--- config.mk ---
export PLATFORM = sky130hd
export DESIGN_NAME = mux_pipe_sel_flat
export DESIGN_NICKNAME = d
export VERILOG_FILES = /design/src/rtl/cpu_pkg.sv /design/src/rtl/mux_pipe_sel_if.sv /design/src/rtl/mux_sel_comb.sv /design/src/rtl/mux_pipe_sel.sv /design/src/flat_wrapper.sv
export SDC_FILE = /design/constraint.sdc
export NUM_CORES = 1
export LEC_CHECK = 0
export ABC_CLOCK_PERIOD_IN_PS = 1750
export BUFFER_PORTS_ARGS = -buffer_cell sky130_fd_sc_hd__buf_2
export CORE_UTILIZATION = 46
export DETAILED_ROUTE_END_ITERATION = 16
export PLACE_DENSITY = 0.75
export SYNTH_ARGS = -nofsm -noshare
export SYNTH_HDL_FRONTEND = slang
export SYNTH_HIERARCHICAL = 1
export SYNTH_SLANG_ARGS = --single-unit
--- constraint.sdc ---
create_clock -name clk -period 1.75 [get_ports clk]
set_clock_uncertainty 0.1 [all_clocks]
set_input_delay 0.35 -clock clk [delete_from_list [all_inputs] [get_ports clk]]
set_output_delay 0.35 -clock clk [all_outputs]
set_load 0.01 [all_outputs]
--- src/rtl/cpu_pkg.sv ---
// cpu_pkg
// Shared definitions for the operand select stage (mux_pipe_sel):
//   - default data width and default (out-of-range) value
//   - state encoding for the output register / skid buffer controller
//   - parameter sanity helper used for the elaboration-time check
// No ports (package).
package cpu_pkg;

    localparam int CPU_WIDTH = 32;
    localparam logic [CPU_WIDTH-1:0] CPU_DEFAULT_VAL = '0;

    // EMPTY: main register invalid
    // ONE:   main register valid, skid empty
    // FULL:  main and skid both hold beats, upstream is back-pressured
    typedef enum logic [1:0] {
        ST_EMPTY = 2'd0,
        ST_ONE   = 2'd1,
        ST_FULL  = 2'd2
    } pipe_state_t;

    // True when the select width can address every input and NUM_IN is in range.
    function automatic bit sel_width_ok(input int num_in, input int sel_w);
        return (num_in >= 2) && (num_in <= 16) && ((1 << sel_w) >= num_in);
    endfunction

endpackage

--- src/rtl/mux_pipe_sel_if.sv ---
// mux_pipe_sel_if
// Bundles the upstream (data/select/valid/ready/flush) and downstream
// (data/err/valid/ready/sticky) signals of the select stage.
//   in_data    NUM_IN*WIDTH flattened operands, input i at [i*WIDTH +: WIDTH]
//   sel        SEL_W        operand index, sampled on accept
//   in_valid   1            upstream beat valid
//   in_ready   1            stage can accept (registered)
//   flush      1            discard all buffered beats
//   out_data   WIDTH        selected data
//   out_err    1            beat at out_data had an out-of-range select
//   out_valid  1            out_data/out_err valid
//   out_ready  1            downstream accepts
//   err_sticky 1            any accepted out-of-range beat since reset
// Modports: master = the environment driving the stage, slave = the stage.
interface mux_pipe_sel_if
    import cpu_pkg::*;
#(
    parameter int WIDTH  = CPU_WIDTH,
    parameter int NUM_IN = 3,
    parameter int SEL_W  = 2
);

    logic [NUM_IN*WIDTH-1:0] in_data;
    logic [SEL_W-1:0]        sel;
    logic                    in_valid;
    logic                    in_ready;
    logic                    flush;
    logic [WIDTH-1:0]        out_data;
    logic                    out_err;
    logic                    out_valid;
    logic                    out_ready;
    logic                    err_sticky;

    modport master (
        output in_data, sel, in_valid, flush, out_ready,
        input  in_ready, out_data, out_err, out_valid, err_sticky
    );

    modport slave (
        input  in_data, sel, in_valid, flush, out_ready,
        output in_ready, out_data, out_err, out_valid, err_sticky
    );

endinterface

--- src/rtl/mux_sel_comb.sv ---
// mux_sel_comb
// Purely combinational NUM_IN:1 selector with range check.
//   in_data  in   NUM_IN*WIDTH  flattened operands
//   sel      in   SEL_W         operand index
//   data     out  WIDTH         in_data[sel], or DEFAULT_VAL when sel >= NUM_IN
//   err      out  1             sel >= NUM_IN
module mux_sel_comb
    import cpu_pkg::*;
#(
    parameter int               WIDTH       = CPU_WIDTH,
    parameter int               NUM_IN      = 3,
    parameter int               SEL_W       = 2,
    parameter logic [WIDTH-1:0] DEFAULT_VAL = WIDTH'(CPU_DEFAULT_VAL)
) (
    input  logic [NUM_IN*WIDTH-1:0] in_data,
    input  logic [SEL_W-1:0]        sel,
    output logic [WIDTH-1:0]        data,
    output logic                    err
);

    // Start from the out-of-range result; a matching index overrides it, so
    // select codes beyond NUM_IN-1 fall through to DEFAULT_VAL with err set.
    always_comb begin
        data = DEFAULT_VAL;
        err  = 1'b1;
        for (int i = 0; i < NUM_IN; i++) begin
            if (sel == SEL_W'(i)) begin
                data = in_data[i*WIDTH +: WIDTH];
                err  = 1'b0;
            end
        end
    end

endmodule

--- src/rtl/mux_pipe_sel.sv ---
// mux_pipe_sel
// Parametrised NUM_IN-way, WIDTH-bit operand select stage with a registered
// output, valid/ready handshake and a 2-entry (main + skid) buffer so the
// stage sustains one beat per cycle while in_ready comes straight from a flop.
//   clk  in  rising-edge clock
//   rst  in  synchronous, active-high reset
//   bus  mux_pipe_sel_if.slave (see the interface file for the signal list)
module mux_pipe_sel
    import cpu_pkg::*;
#(
    parameter int               WIDTH       = CPU_WIDTH,
    parameter int               NUM_IN      = 3,
    parameter int               SEL_W       = 2,
    parameter logic [WIDTH-1:0] DEFAULT_VAL = WIDTH'(CPU_DEFAULT_VAL)
) (
    input logic           clk,
    input logic           rst,
    mux_pipe_sel_if.slave bus
);

    if (!sel_width_ok(NUM_IN, SEL_W)) begin : g_bad_params
        $fatal(1, "mux_pipe_sel: NUM_IN must be 2..16 and 2**SEL_W >= NUM_IN");
    end

    logic [WIDTH-1:0] pick_data;
    logic             pick_err;

    // Selection happens once, on the accept path; the buffers store the result.
    mux_sel_comb #(
        .WIDTH       (WIDTH),
        .NUM_IN      (NUM_IN),
        .SEL_W       (SEL_W),
        .DEFAULT_VAL (DEFAULT_VAL)
    ) u_sel (
        .in_data (bus.in_data),
        .sel     (bus.sel),
        .data    (pick_data),
        .err     (pick_err)
    );

    pipe_state_t      state;
    logic [WIDTH-1:0] main_data;
    logic             main_err;
    logic             main_valid;
    logic [WIDTH-1:0] skid_data;
    logic             skid_err;
    logic             ready_q;
    logic             sticky_q;

    logic accept;
    logic deliver;

    assign accept  = bus.in_valid & ready_q;
    assign deliver = main_valid & bus.out_ready;

    // Controller and datapath in one block. main_valid and ready_q are
    // registered copies of (state != EMPTY) and (state != FULL) so that every
    // output comes directly from a flop. A beat offered during flush is
    // dropped and therefore does not set the sticky error.
    always_ff @(posedge clk) begin
        if (rst) begin
            state      <= ST_EMPTY;
            main_data  <= '0;
            main_err   <= 1'b0;
            main_valid <= 1'b0;
            skid_data  <= '0;
            skid_err   <= 1'b0;
            ready_q    <= 1'b1;
            sticky_q   <= 1'b0;
        end else begin
            if (accept && pick_err && !bus.flush) begin
                sticky_q <= 1'b1;
            end

            if (bus.flush) begin
                state      <= ST_EMPTY;
                main_valid <= 1'b0;
                ready_q    <= 1'b1;
            end else begin
                unique case (state)
                    ST_EMPTY: begin
                        if (accept) begin
                            main_data  <= pick_data;
                            main_err   <= pick_err;
                            main_valid <= 1'b1;
                            state      <= ST_ONE;
                        end
                    end
                    ST_ONE: begin
                        if (accept && deliver) begin
                            main_data <= pick_data;
                            main_err  <= pick_err;
                        end else if (accept) begin
                            // Downstream stalled: park the new beat behind main.
                            skid_data <= pick_data;
                            skid_err  <= pick_err;
                            state     <= ST_FULL;
                            ready_q   <= 1'b0;
                        end else if (deliver) begin
                            main_valid <= 1'b0;
                            state      <= ST_EMPTY;
                        end
                    end
                    ST_FULL: begin
                        if (deliver) begin
                            main_data <= skid_data;
                            main_err  <= skid_err;
                            state     <= ST_ONE;
                            ready_q   <= 1'b1;
                        end
                    end
                    default: begin
                        main_valid <= 1'b0;
                        state      <= ST_EMPTY;
                        ready_q    <= 1'b1;
                    end
                endcase
            end
        end
    end

    assign bus.in_ready   = ready_q;
    assign bus.out_valid  = main_valid;
    assign bus.out_data   = main_data;
    assign bus.out_err    = main_err;
    assign bus.err_sticky = sticky_q;

endmodule

--- src/flat_wrapper.sv ---
// flat-port wrapper written by rule: the top's interface ports become plain ports
module mux_pipe_sel_flat import cpu_pkg::*;
#(
    parameter int               WIDTH       = CPU_WIDTH,
    parameter int               NUM_IN      = 3,
    parameter int               SEL_W       = 2,
    parameter logic [WIDTH-1:0] DEFAULT_VAL = WIDTH'(CPU_DEFAULT_VAL)
)
  (clk, rst, bus_in_data, bus_sel, bus_in_valid, bus_flush, bus_out_ready, bus_in_ready, bus_out_data, bus_out_err, bus_out_valid, bus_err_sticky);
  mux_pipe_sel_if #(.WIDTH(WIDTH), .NUM_IN(NUM_IN), .SEL_W(SEL_W)) bus_i ();
  input logic clk;
  input logic rst;
  input wire logic [$bits(bus_i.in_data)-1:0] bus_in_data;
  input wire logic [$bits(bus_i.sel)-1:0] bus_sel;
  input wire logic [$bits(bus_i.in_valid)-1:0] bus_in_valid;
  input wire logic [$bits(bus_i.flush)-1:0] bus_flush;
  input wire logic [$bits(bus_i.out_ready)-1:0] bus_out_ready;
  output wire logic [$bits(bus_i.in_ready)-1:0] bus_in_ready;
  output wire logic [$bits(bus_i.out_data)-1:0] bus_out_data;
  output wire logic [$bits(bus_i.out_err)-1:0] bus_out_err;
  output wire logic [$bits(bus_i.out_valid)-1:0] bus_out_valid;
  output wire logic [$bits(bus_i.err_sticky)-1:0] bus_err_sticky;
  assign bus_i.in_data = bus_in_data;
  assign bus_i.sel = bus_sel;
  assign bus_i.in_valid = bus_in_valid;
  assign bus_i.flush = bus_flush;
  assign bus_i.out_ready = bus_out_ready;
  assign bus_in_ready = bus_i.in_ready;
  assign bus_out_data = bus_i.out_data;
  assign bus_out_err = bus_i.out_err;
  assign bus_out_valid = bus_i.out_valid;
  assign bus_err_sticky = bus_i.err_sticky;
  mux_pipe_sel #(.WIDTH(WIDTH), .NUM_IN(NUM_IN), .SEL_W(SEL_W), .DEFAULT_VAL(DEFAULT_VAL)) u_core (.clk(clk), .rst(rst), .bus(bus_i));
endmodule
==> run summary, run 1 <==
Net Count, Synth -> 508
IR drop worst, VDD -> 0.352 mV
Classification of the worst setup path -> reg -> reg
Final period utilization -> 0.944
Remaining antenna violation count -> 0
Area growth syn-to-layout -> 25.8%
Post-synth EDFFs -> 0
FF-to-FF End -> u_core/bus.out_data[11]
Total power -> 4.02 mW
FF-to-FF path depth -> 6
Routed via count -> 3,393
Yosys reg bits -> 71
DP HPWL -> 6940 um
Crit path max fanout -> 14
TNS Setup -> 0 ps
Min Tclk post-route -> 1650 ps
CP max-delay cell -> dfxtp_1
Cells after DPL -> 630
Max Slew Vio Count -> 0
CTS tree -> done
Clock buffer depth -> 2
Clock sinks -> 71
Fill cell count -> 682
Worst Path Required -> 1890 ps
Pre-antenna DRT Iters -> 4
Ys async rst share -> 0
Crit-path cells -> buf_4 > and4b_1 > o221a_2 > buf_4 > nor2_1 > a211oi_1
GRT overflow -> 0
Initial antenna violation count -> 0
Starting density of the core -> 0.479
Pwr Density -> 804 nW/um^2
WL final -> 9350 um
Data arrival, critical path -> 1790 ps
FF-to-FF Start -> u_core/state[1]
Layout cells sized above 1 -> 0.470
Ant. Diodes -> 0
Top FF cell, synth -> dfxtp_1
FF-to-FF setup slack -> 100 ps
Vias in the first global route -> 3,230
# nets final -> 639
# IOs -> 139
Synthesized area -> 3970 um^2
RSZ-0062 raised after global routing -> true
Register area -> 1420 um^2
Worst Tran Pin Value -> 288 ps
# port buffers -> 138
Vias/cell -> 5.25
Hold Crit Class -> in -> reg
# Max-Cap Violations -> 0
Critical Path Max Stage Delay -> 360 ps
Crit. Startpoint -> u_core/state[1]
Hold WS -> 219 ps
Clock-pin slew on the worst setup and hold paths -> 80 ps
Last element of the critical path -> u_core/bus.out_data[11]
Max Clock Freq -> 0.605 GHz
Hold path start -> bus_in_valid
GRT Util Overall -> 0.208
Final setup vio count -> 0
H-tree depth -> 3
Total core area -> 8300 um^2
Postcts setup bufs -> 0
Slew HR -> 0.808
Root buf cell -> clkbuf_8
Status -> completed
Area of the multi-input gates -> 2260 um^2
Hold Fails Final Rpt -> 0
Largest net degree at the start of global routing -> 39
Die footprint -> 9010 um^2
Sequential share of the synthesized area -> 0.358
Gpl congestion -> 0.810
CP Launch Type -> register
Die Ht -> 94.9 um
Worst skew pair latency -> 330 ps
P_leak -> 2.28 nW
Avg WL per Cell -> 14.5 um
Global-route wire length before repair -> 14,500 um
CP Capture Type -> register
Synth Area per Inst -> 9.81 um^2
DRC -> 0
Chip width -> 94.9 um
Post-synthesis instance total -> 405
Most frequent CP cell -> buf_4
Yosys Warn Count -> 6
Iter 0 DRT Violations -> 79
Yosys cell types -> 32
Total CTS buffers -> 9
Row Count -> 33
Final Non-Filler Cells -> 646
[cell usage in the layout, fill, tap and decap left out, drive strengths merged, types with 2 or more instances in the layout]
cell type and instances:
buf 159, dfxtp 71, nand2 69, mux2i 65, nor2 39, a21oi 36, a211oi 33, o2bb2ai 33
clkbuf 10, bufinv 3, o21a 3, nand2b 3, clkinv 2, and2 2, or4 2
[kinds of logic after synthesis]
family                 synth area share
AOI/OAI and AO/OA                 0.259
buffers and inverters            0.0753
muxes                             0.164
and+or+nand+nor                   0.145
DFF                               0.358
[layer usage]
metal  vias to the layer above  part of all wire  global-route usage  wire, um
met5                         -                 0                   0         0
met4                         0             0.025               0.115       231
met1                      1553              0.42               0.229      3920
li1                       1712                 -                   -         -
met3                        22             0.045              0.0330       418
met2                       106              0.51               0.376      4790
[layout make-up]
cell class	count	area share
Multi-Input combinational cell	294	0.452
Sequential cell	71	0.285
Timing Repair Buffer	159	0.187
Clock buffer	10	0.0275
Tap cell	105	0.0263
Clock inverter	6	0.0215
Inverter	1	0.000751
[report_power, final]
part | leakage, nW | internal, mW | switching [mW] | total, mW
Combinational | 1.58 | 0.339 | 0.379 | 0.718
Clock | 0.122 | 0.981 | 0.596 | 1.58
Sequential | 0.579 | 1.69 | 0.0399 | 1.73
Total | 2.28 | 3.01 | 1.02 | 4.02
[worst max-delay path, delay by kind of cell, from the launching register on]
family / cells / cell delay (ps)
compound gates: 2 / 480
buf+inv: 2 / 350
flops: 1 / 360
simple gates: 2 / 270
[how the worst min path moves through the flow]
stage	end	cells past startpoint
floorplan	u_core/skid_data[0]	2
global placement	u_core/skid_data[31]	2
detailed placement	u_core/skid_data[0]	2
CTS	u_core/bus.in_ready	3
global route	u_core/skid_data[11]	2
finish	u_core/bus.in_ready	3
[timing repair]
action,CTS,global route
setup endpoints to repair,0,2
hold buffers,0,0
resized for setup,0,1
endpoints found under the hold margin,0,0
[metrics by stage]
| stage | util | setup slack [ps] | area, um^2 |
|---|---|---|---|
| floorplan | - | 12.2 | 3980 |
| global route | 0.602 | -14.5 | 5000 |
| detailed placement | 0.572 | 22.2 | 4750 |
| CTS | 0.602 | 103 | 4990 |
| finish | 0.602 | 97.2 | 5000 |
| global placement | 0.572 | 52.1 | 4750 |
[cells in the mapped netlist (2+ instances only)]
cell / number / area share
a211oi_1: 33 / 0.062
nand2_1: 49 / 0.046
buf_4: 2 / 0.0038
nand2_2: 20 / 0.031
a21oi_1: 16 / 0.020
clkbuf_1: 10 / 0.0094
o21a_1: 3 / 0.0057
buf_12: 3 / 0.015
o2bb2ai_2: 30 / 0.11
o2bb2ai_1: 3 / 0.0066
buf_6: 10 / 0.028
dfxtp_1: 71 / 0.36
a21oi_2: 20 / 0.044
buf_2: 14 / 0.018
nor2_1: 39 / 0.037
mux2i_1: 65 / 0.16
nand2b_1: 2 / 0.0031
[sequential cells by signal (all words and copies together) (netlist names)]
signal / cells
u_core/bus.out_err: 1
u_core/state: 2
u_core/skid_data: 32
u_core/bus.out_valid: 1
u_core/bus.in_ready: 1
u_core/bus.out_data: 32
u_core/bus.err_sticky: 1
u_core/skid_err: 1
Note: power is estimated with default switching activity, not from simulation.
==> run 2, diff against run 1 <==
CELL_PAD_IN_SITES_DETAIL_PLACEMENT = 0   (was unset)
CELL_PAD_IN_SITES_GLOBAL_PLACEMENT = 1   (was unset)
CORE_UTILIZATION = 34   (was 46)
==> run summary, run 2 (same netlist as run 1, synthesis figures left out) <==
# Max-Cap Violations -> 0 (unchanged)
Crit path max fanout -> 33 (was 14)
# nets final -> 637 (was 639)
Clock sinks -> 71 (unchanged)
Total CTS buffers -> 9 (unchanged)
Gpl congestion -> 0.788 (was 0.810)
Hold Fails Final Rpt -> 0 (unchanged)
Layout cells sized above 1 -> 0.467 (was 0.470)
Iter 0 DRT Violations -> 111 (was 79)
CTS tree -> done (unchanged)
Largest net degree at the start of global routing -> 35 (was 39)
Register area -> 1420 um^2 (about the same)
Area of the multi-input gates -> 2260 um^2 (about the same)
CP Launch Type -> register (unchanged)
Worst skew pair latency -> 320 ps (was 330 ps)
CP Capture Type -> register (unchanged)
Vias in the first global route -> 3,102 (was 3,230)
Pwr Density -> 847 nW/um^2 (was 804 nW/um^2)
DP HPWL -> 7010 um (was 6940 um)
Vias/cell -> 4.91 (was 5.25)
Slew HR -> 0.794 (was 0.808)
Post-Route Utilization -> 0.448 (was 0.602)
GRT Util Overall -> 0.160 (was 0.208)
WL final -> 9600 um (was 9350 um)
Worst Tran Pin Value -> 309 ps (was 288 ps)
Chip width -> 110 um (was 94.9 um)
Data arrival, critical path -> 1770 ps (was 1790 ps)
Min Tclk post-route -> 1670 ps (was 1650 ps)
Hold WS -> 242 ps (was 219 ps)
Row Count -> 39 (was 33)
Total power -> 4.33 mW (was 4.02 mW)
GRT overflow -> 0 (unchanged)
Pre-antenna DRT Iters -> 6 (was 4)
Avg WL per Cell -> 14.1 um (was 14.5 um)
Root buf cell -> clkbuf_16 (was clkbuf_8)
Initial antenna violation count -> 0 (unchanged)
H-tree depth -> 3 (unchanged)
Max Clock Freq -> 0.598 GHz (was 0.605 GHz)
RSZ-0062 raised after global routing -> false (was true)
Final period utilization -> 0.956 (was 0.944)
Worst Path Required -> 1850 ps (was 1890 ps)
Ant. Diodes -> 0 (unchanged)
IR drop worst, VDD -> 0.497 mV (was 0.352 mV)
# port buffers -> 138 (unchanged)
Starting density of the core -> 0.348 (was 0.479)
Global-route wire length before repair -> 14,900 um (was 14,500 um)
# IOs -> 139 (unchanged)
Status -> completed (unchanged)
Die Ht -> 110 um (was 94.9 um)
Most common cell after layout, fill and taps aside -> buf_2 (unchanged)
Area growth syn-to-layout -> 28.8% (was 25.8%)
Remaining antenna violation count -> 0 (unchanged)
P_leak -> 2.31 nW (was 2.28 nW)
Die footprint -> 12,100 um^2 (was 9010 um^2)
Most frequent cells in the layout -> buf_2, dfxtp_1, mux2i_1 (unchanged)
Total core area -> 11,400 um^2 (was 8300 um^2)
Clock buffer depth -> 2 (unchanged)
Routed via count -> 3,342 (was 3,393)
TNS Setup -> 0 ps (unchanged)
Max Slew Vio Count -> 0 (unchanged)
Classification of the worst setup path -> reg -> reg (unchanged)
Hold Crit Class -> in -> reg (unchanged)
Final setup vio count -> 0 (unchanged)
Fill cell count -> 1,119 (was 682)
DRC -> 0 (unchanged)
Clock-pin slew on the worst setup and hold paths -> 60 ps (was 80 ps)
run 2: cell count changes in the layout (fill, tap and decap cells not counted), sizes merged:
cell,before,now
clkinv,2,3
bufinv,3,2
clkbuf,10,9
buf,159,157
run 2: metrics by stage:
stage	cell area [um^2]	setup WS, ps	instances
floorplan	3980	12.2	405
global placement	4810	24.9	666
detailed placement	4810	3.56	666
CTS	5120	67.9	681
global route	5120	13.0	681
finish	5120	77.8	681
run 2: cell type report:
cell class                 instances  area share
clock inverter                     6      0.0169
sequential                        71       0.278
clock buffer                       9      0.0440
multi-input combinational        294       0.441
inverter                           1    0.000733
timing repair buffer             157       0.185
tap                              143      0.0349
run 2: where the power goes:
part	internal (mW)	leakage (nW)	switching (mW)
clock network	1.24	0.151	0.650
logic	0.340	1.58	0.380
registers	1.69	0.579	0.0394
total	3.26	2.31	1.07
run 2: worst max-delay path, stage by stage, from the launching register on:
cell and delay (ps):
dfxtp_1 330, nand2b_2 240, or4_4 510, buf_12 190
nand2_1 90, a21oi_1 70
run 2: final timing paths:
check,start,end,slack (ps),cells past startpoint
setup / recovery,u_core/state[1],u_core/skid_data[2],80,5
hold reg to reg,u_core/skid_data[31],u_core/skid_data[31],350,2
hold / removal,bus_in_valid,u_core/bus.in_ready,240,3
setup reg to reg,u_core/state[1],u_core/skid_data[2],80,5
run 2: repair_timing:
| item | 4_1_cts | 5_1_grt |
|---|---|---|
| setup endpoints to repair | 0 | 1 |
| resized for setup | 0 | 1 |
| setup buffers | 0 | 0 |
| hold endpoints to repair | 0 | 0 |
| hold buffers | 0 | 0 |
run 2: routing by layer:
layer	vias up	global-route usage	part of all wire
met5	-	0	0
met4	0	0.0695	0.020
met3	15	0.0253	0.042
met2	92	0.274	0.49
met1	1524	0.197	0.45
li1	1711	-	-
